File: src/rtl/move_committer.sv
// Move committer: snapshots a candidate board from the updater, scans it
// against the committed board, then commits or rejects the move.
// Ports:
//   clk_in, rst_in (sync, active-high)
//   board_ready, next_board, move_in        candidate move from the updater
//   board_bus, turn                         committed position
//   busy, commit_pulse, reject_pulse        progress and outcome strobes
//   black_captures, white_captures          saturating capture totals
// Optional feature macro: KO_CHECK_EN (simple ko rejection via hist_board).
module move_committer (
    input  logic                  clk_in,
    input  logic                  rst_in,
    input  logic                  board_ready,
    input  logic [1:0][8:0][8:0]  next_board,
    input  logic [7:0]            move_in,
    output logic [1:0][8:0][8:0]  board_bus,
    output logic                  turn,
    output logic                  busy,
    output logic                  commit_pulse,
    output logic                  reject_pulse,
    output logic [7:0]            black_captures,
    output logic [7:0]            white_captures
);

    typedef enum logic [1:0] {
        IDLE,
        SCAN,
        DECIDE,
        REPORT
    } state_t;

    state_t state;
    state_t state_next;

    logic [1:0][8:0][8:0] snap;
    logic [3:0]           mv_row;
    logic [3:0]           mv_col;
    logic                 mv_in_range;
    logic                 mv_occupied;
    logic                 mv_placed;
    logic [6:0]           scan_idx;
    logic [3:0]           scan_row;
    logic [3:0]           scan_col;
    logic [6:0]           cap_cnt;
    logic                 accept_q;

    logic                 take_move;
    logic                 accept;
    logic                 ko_hit;
    logic [1:0]           mover;
    logic [1:0]           opponent;
    logic [1:0]           bus_cell;
    logic [1:0]           snap_cell;
    logic                 at_move;

    function automatic logic [1:0] cell_of(
        input logic [1:0][8:0][8:0] b,
        input logic [3:0]           r,
        input logic [3:0]           c
    );
        return {b[1][r][c], b[0][r][c]};
    endfunction

    function automatic logic [7:0] sat_add(
        input logic [7:0] a,
        input logic [6:0] b
    );
        logic [8:0] s;
        s = {1'b0, a} + {2'b00, b};
        return s[8] ? 8'hFF : s[7:0];
    endfunction

    assign mover     = {turn, ~turn};
    assign opponent  = {~turn, turn};
    assign bus_cell  = cell_of(board_bus, scan_row, scan_col);
    assign snap_cell = cell_of(snap, scan_row, scan_col);
    assign at_move   = (scan_row == mv_row) && (scan_col == mv_col);

`ifdef KO_CHECK_EN
    logic [1:0][8:0][8:0] hist_board;
    logic                 ko_match;
    logic [1:0]           hist_cell;

    assign hist_cell = cell_of(hist_board, scan_row, scan_col);
    assign ko_hit    = ko_match;

    // hist_board holds the position just before the latest commit; a
    // snapshot identical to it would recreate that position (simple ko).
    always_ff @(posedge clk_in) begin
        if (rst_in) begin
            hist_board <= '0;
            ko_match   <= 1'b0;
        end else begin
            if (take_move) begin
                ko_match <= 1'b1;
            end else if (state == SCAN && snap_cell != hist_cell) begin
                ko_match <= 1'b0;
            end
            if (state == DECIDE && accept) begin
                hist_board <= board_bus;
            end
        end
    end
`else
    assign ko_hit = 1'b0;
`endif

    always_ff @(posedge clk_in) begin
        if (rst_in) begin
            state <= IDLE;
        end else begin
            state <= state_next;
        end
    end

    always_comb begin
        state_next = state;
        take_move  = 1'b0;
        accept     = 1'b0;
        case (state)
            IDLE: begin
                if (board_ready) begin
                    state_next = SCAN;
                    take_move  = 1'b1;
                end
            end
            SCAN: begin
                if (scan_idx == 7'd80) begin
                    state_next = DECIDE;
                end
            end
            DECIDE: begin
                state_next = REPORT;
                accept     = mv_in_range && !mv_occupied &&
                             mv_placed && !ko_hit;
            end
            REPORT: begin
                state_next = IDLE;
            end
            default: begin
                state_next = IDLE;
            end
        endcase
    end

    assign busy         = (state != IDLE);
    assign commit_pulse = (state == REPORT) && accept_q;
    assign reject_pulse = (state == REPORT) && !accept_q;

    always_ff @(posedge clk_in) begin
        if (rst_in) begin
            board_bus      <= '0;
            turn           <= 1'b0;
            black_captures <= 8'd0;
            white_captures <= 8'd0;
            snap           <= '0;
            mv_row         <= 4'd0;
            mv_col         <= 4'd0;
            mv_in_range    <= 1'b0;
            mv_occupied    <= 1'b0;
            mv_placed      <= 1'b0;
            scan_idx       <= 7'd0;
            scan_row       <= 4'd0;
            scan_col       <= 4'd0;
            cap_cnt        <= 7'd0;
            accept_q       <= 1'b0;
        end else begin
            if (take_move) begin
                snap        <= next_board;
                mv_row      <= move_in[7:4];
                mv_col      <= move_in[3:0];
                mv_in_range <= (move_in[7:4] <= 4'd8) &&
                               (move_in[3:0] <= 4'd8);
                mv_occupied <= 1'b0;
                mv_placed   <= 1'b0;
                scan_idx    <= 7'd0;
                scan_row    <= 4'd0;
                scan_col    <= 4'd0;
                cap_cnt     <= 7'd0;
            end

            if (state == SCAN) begin
                // Opponent stone on the committed board, gone in the
                // snapshot: removed by this move.
                if (bus_cell == opponent && snap_cell == 2'b00) begin
                    cap_cnt <= cap_cnt + 7'd1;
                end
                // The move cell is checked as the scan passes it; an
                // out-of-range move never matches and stays rejected.
                if (at_move) begin
                    mv_occupied <= (bus_cell != 2'b00);
                    mv_placed   <= (snap_cell == mover);
                end
                if (scan_idx != 7'd80) begin
                    scan_idx <= scan_idx + 7'd1;
                    if (scan_col == 4'd8) begin
                        scan_col <= 4'd0;
                        scan_row <= scan_row + 4'd1;
                    end else begin
                        scan_col <= scan_col + 4'd1;
                    end
                end
            end

            if (state == DECIDE) begin
                accept_q <= accept;
                if (accept) begin
                    board_bus <= snap;
                    turn      <= ~turn;
                    if (turn) begin
                        white_captures <= sat_add(white_captures, cap_cnt);
                    end else begin
                        black_captures <= sat_add(black_captures, cap_cnt);
                    end
                end
            end
        end
    end

endmodule
File: config.mk
export PLATFORM = sky130hd
export DESIGN_NAME = move_committer
export DESIGN_NICKNAME = d
export VERILOG_FILES = /design/src/rtl/move_committer.sv
export SDC_FILE = /design/constraint.sdc
export NUM_CORES = 1
export LEC_CHECK = 0
export CAP_MARGIN = 20
export CORE_UTILIZATION = 47
export DETAILED_ROUTE_END_ITERATION = 10
export DONT_BUFFER_PORTS = 1
export GPL_TIMING_DRIVEN = 0
export SYNTH_ARGS = -nofsm -noshare
export SYNTH_HDL_FRONTEND = slang
export SYNTH_SLANG_ARGS = --single-unit
File: constraint.sdc
create_clock -name clk_in -period 5.1 [get_ports clk_in]
set_input_delay 1.02 -clock clk_in [delete_from_list [all_inputs] [get_ports clk_in]]
set_output_delay 1.02 -clock clk_in [all_outputs]
set_load 0.1 [all_outputs]
* Word-level counts from Yosys, hierarchy flattened *
Cells that the tools add are included.
Widths: inputs -> output; s select.

storage, ports and cells
  register bits after elaboration = 377
  output and inout port bits = 182

cells by class
  $add $sub $neg = 6
  $lt $le $gt $ge = 4
  equality and inequality tests = 12
  mux-type cells = 44
  bitwise gates (word level) = 1
  reductions and logical operators = 17

operator list
  operator             count
  $bmux 9 s4           4
  $mux 7               6
  $mux 9               4
  $mux 4               8
  $add 8x7->9          2
  $bmux 1 s4           4
  $mux 8               2
  $add 7x1->7 const B  2
  $mux 1               13
  $lt 4x5->1 const B   2
  $add 4x1->4 const B  2
  $eq 4x4->1           2
  $le 4x4->1 const B   2
  $pmux 2 s4           1
  $eq 7x7->1 const B   1
  $logic_and 1x1->1    7
  $ne 7x7->1 const B   1
  $reduce_and 3->1     2
  $eq 2x2->1           2
  $eq 2x2->1 const B   2
  $eq 4x4->1 const B   1
  $logic_not 2->1      2
  $mux 2               2
  $ne 2x2->1 const B   2
  other kinds (5)      8

* Longest topological paths before layout *
  depth in word-level cells = 8
  mapped depth = 15
  gate-level depth less buffers = 12

* Least setup slack after synthesis *
OpenSTA, ideal clock, no wires.

  path kind = register to register
  from = register board_bus[126] in the netlist's numbering
  to = register cap_cnt[0]
  library setup time = 0.065 ns
  data arrival time = 3.364 ns
  data required time = 5.035 ns
  setup slack = 1.671 ns
  cell stages (with the launch flop) = 10
  buffers on the path = 0
  clock period less this slack = 3.429 ns
  cells stage by stage = dfxtp_1 -> mux4_2 -> nor2_1 -> a2111oi_2 -> a21oi_1 -> o41a_1 -> or4_4 -> a21oi_4 -> mux2_1 -> nor2_1

between the ends
  word-level cells in the longest chain between the ends = 8

RTL lines
  item                          RTL line  text
  start: declaration            16        output logic [1:0][8:0][8:0] board_bus,
  start signal: assignment      208       board_bus <= snap;
  $bmux 9 s4                    61        return {b[1][r][c], b[0][r][c]};
  $mux 9 (implied by the code)  61
  $bmux 1 s4                    61
  $mux 1 (implied by the code)  61
  $eq 2x2->1                    185       if (bus_cell == opponent && snap_cell == 2'b00) begin
  $logic_and 1x1->1             185
  $mux 7                        185
  $mux 7                        182       if (state == SCAN) begin
  end signal: assignment        186       cap_cnt <= cap_cnt + 7'd1;
  end: declaration              44        logic [6:0] cap_cnt;

Every way passes these cells. The select of a mux whose other input is x is not followed.
A chain may end at the register's enable or synchronous reset.

* Worst setup path after layout *
  from = register scan_col[0]
  to = register cap_cnt[0]

between the ends
  word-level cells in the longest chain between the ends = 6
  elaborated cells between the ends (all ways) = 13
  those cells by class = eq/ne: 1; mux: 10; reduce/logical: 2

RTL lines
  item                                                  RTL line  text
  start: declaration                                    43        logic [3:0] scan_col;
  start signal: assignment                              200       scan_col <= scan_col + 4'd1;
  $bmux 1 s4                                            61
  $mux 1 (implied by the code)                          61
  $eq 2x2->1 / $logic_not 2->1 (equally long branches)  185
  $logic_and 1x1->1 *                                   185
  $mux 7 *                                              185
  $mux 7 *                                              182

Every way passes the cells marked *; elsewhere a longest branch is shown, timed or not. The select of a mux whose other input is x is not followed.

==> flow_summary.toml <==
[floorplanning]
fp.dieArea_mm2 = 0.0370
initial_core_util_pct = 47.9
num_rows = 69
io_pins = 355
dieHeight_um = 192
core_mm2 = 0.0356
die_x_um = 192

[synthesis]
ys_ff_latch = 377
synth_seq_area_share_pct = 44.3
synth_top_flop_cell = "dfxtp_1"
syn-mean-instance-area_um2 = 8.08
netlist.area_leader.share_pct = 44.3
synth.most_common_cell = "nand2_1"
synthTopCellsByCount = "702 x nand2_1, 388 x a21oi_1, 377 x dfxtp_1, 127 x clkbuf_1, 64 x mux2i_1"
synth_edf_count = 0
ys_types = 74
yosysTopAreaCell = "dfxtp_1"
ys_top_cells_by_area = "dfxtp_1 44%, nand2_1 15%, a21oi_1 11%, mux4_2 6.0%, mux2i_1 3.8%"
syn_area_mm2 = 0.0170
async_reset_ff_share_pct = 0
syn-num-nets = 2307
yosysWarnings = 0
netlist_instances = 2107

[sta]
tns_ps = 0
slew_headroom_pct = 20.5
clock_skew_ps = 26.5
period_minus_slack_ps = 4190
rsz0062_at_grt = "false"
whs_ps = 465
finalCritPeriodShare_pct = 82.1
maxSlewViolCount = 0
hold_viol_final = 0
setup_viol_count_final = 0
fmax_mhz = 239
worst-slew-pin-transition_ps = 1190

[route]
drt_iter0_drc = 1207
ant_nets = 0
drt-total-wl_um = 63900
route.detailed.drc = 0
route.vias.total = 15809
firstDrtPassIters = 7
viasPerCell = 5.97
wl_per_cell_um = 24.1

[worst_setup_path]
worstPathArrival_ps = 4660
r2r_end = "cap_cnt[0]"
rr_startpoint = "scan_col[0]"
end_kind = "register"
path_class = "reg -> reg"
crit_fanout = 10
cp.required_ps = 5570
rr_worst_depth = 14
r2r_slack_ps = 910
startpoint_type = "register"

[clock_network]
ctsResizeCount = 0
post-cts-setup-buffer-count = 0
clockBufferDepth = 3
cts_tree = "built"
cts_hold_buf = 0
insertion_delay_ps = 560
path_clk_slew_ps = 60
clock-sinks = 377
cts-root-buf = "clkbuf_16"
htree_levels = 2
cts-buffers-inserted = 43

[power]
p_per_area_mw_per_mm2 = 445
p_seq_share_pct = 41.9
intPower_uw = 5700
combPwrFrac_pct = 20.5
p_clk_share_pct = 37.6
p_leak_uw = 0.00643
switching_power_uw = 2780
ir_worst_vdd_mv = 0.297
p_sw_share_pct = 32.8

[finish]
nets = 2352
layout-drive-gt1-share_pct = 7.70
area_growth_pct = 12.0

[outcome]
run_status = "finished, final reports clean"

[min_path]
worstHoldStart = "snap[143]"
min_path_cells = 2
hold_end = "board_bus[143]"
hold_class = "reg -> reg"

[grt]
grt_overflow = 0
grt_max_degree = 14
grt_pass1_wl_um = 92000
antenna_found_initial = 6
grtUsageTotal_pct = 33.7
first_global_vias = 14771

[place]
dp_hpwl_um = 48200
place_congestion = 0.928
portBuffers = 0

[run]
drv_cap = 0
==> cells by family after synthesis <==
| logic type | share of synthesized area [%] |
|---|---|
| buffers and inverters | 5.01 |
| AND/OR/NAND/NOR | 20.9 |
| adder cells (fa/ha/maj) | 2.07 |
| AO/OA/AOI/OAI | 16.6 |
| XOR/XNOR | 0.823 |
| flip-flops | 44.3 |
| multiplexers | 10.3 |
==> cell type report <==
| class | instances | area (um^2) |
|---|---|---|
| inverter | 29 | 109 |
| fill | 3472 | 16500 |
| clock buffer | 57 | 1230 |
| antenna | 6 | 15.0 |
| buffer | 161 | 744 |
| tap | 461 | 577 |
| clock inverter | 18 | 213 |
| multi-input combinational | 1540 | 8620 |
| sequential | 377 | 7550 |
==> critical path: stages, from the launching register on <==
cell and delay (ps):
dfxtp_1 370, buf_6 180, buf_8 160, buf_4 280
buf_2 410, buf_2 380, mux2i_1 220, o21ai_0 110
a31oi_1 190, nor4b_1 70, nor4_1 730, nand3_1 230
a21oi_4 320, mux2_1 350, nor2_1 80
==> metal layers <==
| layer | GRT usage, % | up-vias | wire length, um |
|---|---|---|---|
| li1 | - | 7294 | - |
| met1 | 41.8 | 7528 | 25000 |
| met2 | 52.7 | 802 | 28400 |
| met3 | 10.9 | 183 | 7100 |
| met4 | 16.3 | 2 | 3290 |
| met5 | 0 | - | 13 |
==> cell usage in the layout, fill, tap and decap left out, types with 6 or more instances in the layout <==
cell type | synthesis | final
buf_6 | 8 | 8
o211ai_1 | 13 | 13
nor3_1 | 11 | 11
clkbuf_16 | 0 | 44
o21ai_0 | 31 | 31
xor2_1 | 9 | 9
inv_1 | 28 | 28
xnor2_1 | 7 | 7
and2_1 | 6 | 6
buf_4 | 12 | 12
clkbuf_1 | 127 | 132
clkbuf_8 | 0 | 8
nor4_1 | 7 | 7
dfxtp_1 | 377 | 377
mux2_2 | 8 | 8
mux2i_1 | 64 | 64
mux4_2 | 45 | 45
nand2b_1 | 7 | 7
nand3_1 | 28 | 28
buf_2 | 10 | 10
ha_1 | 25 | 25
nand2_1 | 702 | 702
a22oi_1 | 14 | 14
a31oi_1 | 10 | 10
nor2_1 | 52 | 52
diode_2 | 0 | 6
clkinv_2 | 0 | 10
a21oi_1 | 388 | 388
a211oi_1 | 8 | 8
nor2b_1 | 19 | 18
==> state kept, by name, summed over array words and instances (netlist names), 4 cells and up <==
register / count
scan_row: 4
snap: 162
scan_idx: 7
board_bus: 162
scan_col: 4
white_captures: 8
cap_cnt: 7
mv_row: 4
mv_col: 4
black_captures: 8
==> how the worst max path moves through the flow <==
stage / startpoint / endpoint / slack (ps)
2_1_floorplan: board_bus[126] / cap_cnt[0] / 1670
3_3_place_gp: scan_col[0] / cap_cnt[0] / 1120
3_5_place_dp: scan_col[0] / cap_cnt[0] / 1080
4_1_cts: scan_col[0] / cap_cnt[0] / 1050
5_1_grt: scan_col[0] / cap_cnt[0] / 740
6_report: scan_col[0] / cap_cnt[0] / 910
==> stage by stage <==
step / std cells / setup WS (ps) / area [um^2] / util, % / total power (uW)
CTS: 2643 / 1050 / 19000 / 53.5 / 8470
finish: 2649 / 911 / 19100 / 53.6 / 8480
global placement: 2568 / 1120 / 17600 / 49.5 / 5280
global route: 2647 / 745 / 19100 / 53.6 / 8810
floorplan: 2107 / 1670 / 17000 / - / 4710
detailed placement: 2568 / 1080 / 17600 / 49.5 / 5320
==> power by group through the flow <==
stage / registers [uW] / clock network (uW) / logic [uW]
CTS: 3540 / 3210 / 1730
detailed placement: 3600 / 0 / 1720
global placement: 3590 / 0 / 1690
global route: 3570 / 3330 / 1910
floorplan: 3460 / 0 / 1250
finish: 3550 / 3190 / 1740
Power figures use the tool's default switching activity.
